File: config.mk
export PLATFORM = sky130hd
export DESIGN_NAME = mem_responder
export DESIGN_NICKNAME = d
export VERILOG_FILES = /design/src/rtl/mem_responder_pkg.sv /design/src/rtl/mem_responder_ram.sv /design/src/rtl/mem_responder.sv
export SDC_FILE = /design/constraint.sdc
export NUM_CORES = 2
export LEC_CHECK = 0
export CORE_ASPECT_RATIO = 2
export CORE_MARGIN = 4
export CORE_UTILIZATION = 65
export DETAILED_ROUTE_END_ITERATION = 10
export PLACE_DENSITY_LB_ADDON = 0.08
export SETUP_SLACK_MARGIN = 0.4
export SLEW_MARGIN = 20
export SYNTH_ARGS = -nofsm -noshare
export SYNTH_HDL_FRONTEND = slang
export SYNTH_SLANG_ARGS = --single-unit
File: constraint.sdc
create_clock -name clk -period 7.47 [get_ports clk]
set_clock_uncertainty 0.2 [all_clocks]
set_input_delay 1.1205 -clock clk [delete_from_list [all_inputs] [get_ports clk]]
set_output_delay 1.1205 -clock clk [all_outputs]
set_load 0.02 [all_outputs]
File: src/rtl/mem_responder_pkg.sv
// Shared types and defaults for the memory responder and its DPI-side driver.
package mem_responder_pkg;

   typedef enum logic [1:0] {IDLE, WAIT, RESP} state_e;

   localparam int DEF_ADDR_W = 32;   // C-side int
   localparam int DEF_DATA_W = 16;   // C-side shortint
   localparam int LAT_W      = 4;

endpackage

File: src/rtl/mem_responder_ram.sv
// Single-port storage: synchronous write, registered read, no reset so it maps to RAM.
module mem_responder_ram #(
   parameter int DEPTH  = 256,
   parameter int DATA_W = 16,
   parameter int IDX_W  = 8
) (
   input  logic              clk,
   input  logic              we,
   input  logic              re,
   input  logic [IDX_W-1:0]  addr,
   input  logic [DATA_W-1:0] wdata,
   output logic [DATA_W-1:0] rdata
);

   logic [DATA_W-1:0] mem_q [DEPTH];
   logic [DATA_W-1:0] rdata_q;

   always_ff @(posedge clk) begin
      if (we) mem_q[addr] <= wdata;
      if (re) rdata_q <= mem_q[addr];
   end

   assign rdata = rdata_q;

endmodule

File: src/rtl/mem_responder.sv
// Single-outstanding memory responder with programmable wait cycles per access.
module mem_responder
   import mem_responder_pkg::*;
#(
   parameter int ADDR_W  = DEF_ADDR_W,
   parameter int DATA_W  = DEF_DATA_W,
   parameter int DEPTH   = 256,
   parameter int LATENCY = 2
) (
   input  logic              clk,
   input  logic              rst,
   input  logic              req_valid,
   output logic              req_ready,
   input  logic              req_write,
   input  logic [ADDR_W-1:0] req_addr,
   input  logic [DATA_W-1:0] req_wdata,
   output logic              rsp_valid,
   input  logic              rsp_ready,
   output logic              rsp_write,
   output logic [DATA_W-1:0] rsp_rdata,
   output logic              rsp_err
);

   localparam int IDX_W = (DEPTH > 1) ? $clog2(DEPTH) : 1;
   localparam logic [ADDR_W:0]  DEPTH_X  = (ADDR_W+1)'(DEPTH);
   localparam logic [LAT_W-1:0] LAT_LOAD = LAT_W'((LATENCY > 0) ? LATENCY - 1 : 0);

   state_e             state_q, state_d;
   logic [LAT_W-1:0]   cnt_q, cnt_d;
   logic               write_q, write_d;
   logic [ADDR_W-1:0]  addr_q, addr_d;
   logic [DATA_W-1:0]  wdata_q, wdata_d;
   logic               rsp_write_q, rsp_write_d;
   logic               rsp_err_q, rsp_err_d;
   logic               rd_ok_q, rd_ok_d;

   logic               accept, access, acc_write, in_range;
   logic [ADDR_W-1:0]  acc_addr;
   logic [DATA_W-1:0]  acc_wdata;
   logic [DATA_W-1:0]  ram_rdata;

   // With zero latency the access happens on the accept edge, so it uses the live request.
   always_comb begin
      accept = (state_q == IDLE) && req_valid;
      if (LATENCY == 0) begin
         access    = accept;
         acc_write = req_write;
         acc_addr  = req_addr;
         acc_wdata = req_wdata;
      end else begin
         access    = (state_q == WAIT) && (cnt_q == '0);
         acc_write = write_q;
         acc_addr  = addr_q;
         acc_wdata = wdata_q;
      end
      in_range = {1'b0, acc_addr} < DEPTH_X;
   end

   always_comb begin
      state_d     = state_q;
      cnt_d       = cnt_q;
      write_d     = write_q;
      addr_d      = addr_q;
      wdata_d     = wdata_q;
      rsp_write_d = rsp_write_q;
      rsp_err_d   = rsp_err_q;
      rd_ok_d     = rd_ok_q;
      case (state_q)
         IDLE: if (accept) begin
            write_d = req_write;
            addr_d  = req_addr;
            wdata_d = req_wdata;
            cnt_d   = LAT_LOAD;
            state_d = (LATENCY == 0) ? RESP : WAIT;
         end
         WAIT: if (cnt_q == '0) state_d = RESP;
               else cnt_d = cnt_q - 1'b1;
         RESP: if (rsp_ready) state_d = IDLE;
         default: state_d = IDLE;
      endcase
      if (access) begin
         rsp_write_d = acc_write;
         rsp_err_d   = !in_range;
         rd_ok_d     = !acc_write && in_range;
      end
   end

   always_ff @(posedge clk) begin
      if (rst) begin
         state_q     <= IDLE;
         cnt_q       <= '0;
         write_q     <= 1'b0;
         addr_q      <= '0;
         wdata_q     <= '0;
         rsp_write_q <= 1'b0;
         rsp_err_q   <= 1'b0;
         rd_ok_q     <= 1'b0;
      end else begin
         state_q     <= state_d;
         cnt_q       <= cnt_d;
         write_q     <= write_d;
         addr_q      <= addr_d;
         wdata_q     <= wdata_d;
         rsp_write_q <= rsp_write_d;
         rsp_err_q   <= rsp_err_d;
         rd_ok_q     <= rd_ok_d;
      end
   end

   // Reset gates the write so an aborted store can never land in the array.
   mem_responder_ram #(.DEPTH(DEPTH), .DATA_W(DATA_W), .IDX_W(IDX_W)) u_ram (
      .clk   (clk),
      .we    (access && acc_write && in_range && !rst),
      .re    (access && !acc_write && in_range),
      .addr  (acc_addr[IDX_W-1:0]),
      .wdata (acc_wdata),
      .rdata (ram_rdata)
   );

   assign req_ready = (state_q == IDLE);
   assign rsp_valid = (state_q == RESP);
   assign rsp_write = rsp_write_q;
   assign rsp_err   = rsp_err_q;
   assign rsp_rdata = rd_ok_q ? ram_rdata : '0;

endmodule

==> run_results.csv <==
group,metric,value,unit
run_status,outcome,"completed",
logic_synthesis,async_reset_ff_share,0,%
global_routing,grt_pass1_vias,78000,
setup_path,critical_path.endpoint_type,"flop",
power_and_ir_drop,clkPwrFrac,37.8,%
run,cap_viol_max_count,0,
route,via_count,76000,
logic_synthesis,synth_area_per_cell,22.5,µm²
power_and_ir_drop,combPwrFrac,6.4,%
route,drc,0,
logic_synthesis,synthesis.nets,7050,
route,ant_nets,0,
clock_network,numCtsBuffers,339,
die,die_y,705,µm
final_layout,layout_commonest_cell,"edfxtp_1",
timing,maxClockFrequency,198,MHz
timing,fin_ws,2430,ps
setup_path,crit_path_start_kind,"flop",
worst_hold_path,hp-class,"reg -> reg",
place,place_ws,2160,ps
die,die_w,356,µm
clock_network,clockBufferDepth,4,
clock_network,root_buffer,"clkbuf_16",
route,avgRoutedWirePerCell,36.9,µm
setup_path,slowest_stage,"o41ai_1",
global_routing,grt_max_degree,201,
power_and_ir_drop,power_frac_seq,55.8,%
timing,setup_violations,0,
die,ioPinCount,73,
setup_path,cp.arrival,5410,ps
clock_network,cts_sinks,4170,
timing,final-max-slew-violation-count,0,
power_and_ir_drop,switching_share,21.7,%
final_layout,final_core_util,72.7,%
clock_network,cts-resized-gates,0,
place,post-dp-hpwl,243000,µm
logic_synthesis,netlist_area,158000,µm²
timing,max-slew-margin-rel,5.97,%
clock_network,clk_pin_slew,70,ps
logic_synthesis,yosys_warnings,0,
timing,rsz0062_at_grt,"no",
place,gp_congestion,0.950,
timing,setup_tns,0,ps
die,die_area,251000,µm²
power_and_ir_drop,p_per_area,266,nW/µm²
setup_path,crit_chain,"buf_12 > buf_4 > mux4_2 > a22oi_1 > a21oi_1 > o41ai_1 > nand4_1",
logic_synthesis,ys_ff_latch,4170,
clock_network,htree_levels,5,
setup_path,cpPeakStageDelay,1130,ps
die,core_area,241000,µm²
place,portBuffers,72,
logic_synthesis,synth_edf_count,4112,
die,rows,255,
clock_network,clock_latency,880,ps
final_layout,final_nets,7441,
route,via_per_inst,7.00,
global_routing,grt_pass1_wl,576000,µm
clock_network,holdBufCountCts,0,
setup_path,worstPathRequired,7840,ps
die,start_util,65.4,%
global_routing,overflow,0,
setup_path,critical_path_class,"reg -> reg",
route,drt_wl_total,401000,µm
final_layout,drive_gt1_share,26.4,%
final_layout,syn_to_final_growth,11.2,%
route,drt_iter0_markers,9588,
power_and_ir_drop,p_leak,52.6,nW
timing,hold_viol_final,0,
logic_synthesis,syn_inst,6996,
logic_synthesis,yosysSeqAreaShare,79.1,%
global_routing,antenna_found_initial,11,
logic_synthesis,ys.flop_type,"edfxtp_1",
timing,fin_crit,5040,ps
power_and_ir_drop,peakVddDrop,391,µV
timing,final.period_utilization,67.5,%
route,dr.pass1.iters,6,
logic_synthesis,yosysUniqueCellTypes,31,
setup_path,cp_max_fo,75,
power_and_ir_drop,power.internal,0.0365,W
global_routing,grt_usage,32.6,%
clock_network,cts_tree,"yes",
power_and_ir_drop,p_switching,0.0101,W
clock_network,cts_setup_buffers,0,
timing,hold-worst-slack,255,ps
final_layout,mostFrequentLayoutCells,"edfxtp_1 (4112), mux4_2 (1024), a22oi_1 (512)",
timing,worst_pin_slew,1410,ps
==> Yosys cell counts (5+ instances only) <==
cell	count	area share [%]
buf_1	34	0.081
a21oi_1	312	0.99
and2_1	19	0.075
buf_4	14	0.067
buf_6	16	0.11
clkbuf_1	281	0.67
mux4_2	1024	15
dfxtp_1	58	0.74
nor3_1	5	0.016
edfxtp_1	4112	78
nand3_1	7	0.022
nand2b_1	5	0.020
nand2_1	116	0.28
nor2b_1	10	0.040
nand3_2	10	0.063
nor4_1	7	0.028
nor2_1	266	0.63
buf_2	88	0.28
a22oi_1	512	2.4
nand4_1	21	0.083
o41ai_1	64	0.36
==> cell families (layout without fill, tap and decap cells) <==
| logic type | after synthesis | in the layout | synth area share (%) |
|---|---|---|---|
| flip-flops | 4170 | 4170 | 79.1 |
| buffers and inverters | 436 | 1086 | 1.22 |
| other | 0 | 7 | 0 |
| XOR/XNOR | 2 | 2 | 0.0111 |
| AND/OR/NAND/NOR | 473 | 473 | 1.29 |
| multiplexers | 1024 | 1024 | 14.6 |
| adder cells (fa/ha/maj) | 1 | 1 | 0.00793 |
| AO/OA/AOI/OAI | 890 | 890 | 3.79 |
==> sequential cells by signal, summed over array words and instances (netlist names) <==
signal and cells:
u_ram.mem_q 4096, acc_addr 32, acc_wdata 16, u_ram.rdata 16, cnt_q 4, state_q 2
acc_write 1, rd_ok_q 1, rsp_err 1, rsp_write 1
==> area by class of cell <==
class                   count  area (µm²)
multi-input cells        2390       31500
repair buffers            483        4360
fillers                 13800       65900
inverters                   3        11.3
flip-flops and latches   4170      125000
well taps                3212        4020
clock buffers             426        9110
diodes                      7        17.5
clock inverters           174        1580
==> metal layers <==
layer	GRT usage, %	vias up	routed length, µm
li1	-	30600	-
met1	41.0	40500	131000
met2	53.5	4081	206000
met3	4.77	910	30700
met4	21.6	2	33200
met5	0	-	18
==> path summary, 6_finish.rpt <==
path | startpoint | end | slack [ps] | cells after the start
hold reg to reg | acc_addr[16] | acc_addr[16] | 260 | 2
hold / removal | acc_addr[16] | acc_addr[16] | 260 | 2
setup reg to reg | acc_addr[0] | u_ram.rdata[0] | 2430 | 7
setup / recovery | acc_addr[0] | u_ram.rdata[0] | 2430 | 7
==> worst max-delay path, delay by kind of cell (launching register included) <==
| kind | cells | cell delay (ps) |
|---|---|---|
| compound gates | 3 | 1460 |
| flops | 1 | 920 |
| simple gates | 1 | 160 |
| mux | 1 | 630 |
| buf+inv | 2 | 1150 |
==> power groups by stage <==
stage / combinational, W / sequential [W] / clock [W]
final: 0.00297 / 0.0260 / 0.0176
after detailed placement: 0.00292 / 0.0265 / 0
after global routing: 0.00309 / 0.0260 / 0.0188
after global placement: 0.00286 / 0.0265 / 0
after CTS: 0.00293 / 0.0260 / 0.0178
after floorplan: 0.00154 / 0.0267 / 0
==> stage by stage <==
step / std cells / area [µm²] / power (W)
2_1_floorplan: 6996 / 158000 / 0.0283
3_3_place_gp: 10200 / 164000 / 0.0294
3_5_place_dp: 10300 / 164000 / 0.0295
4_1_cts: 10900 / 175000 / 0.0468
5_1_grt: 10900 / 175000 / 0.0479
6_report: 10900 / 175000 / 0.0466
(Power assumes the default switching activity.)
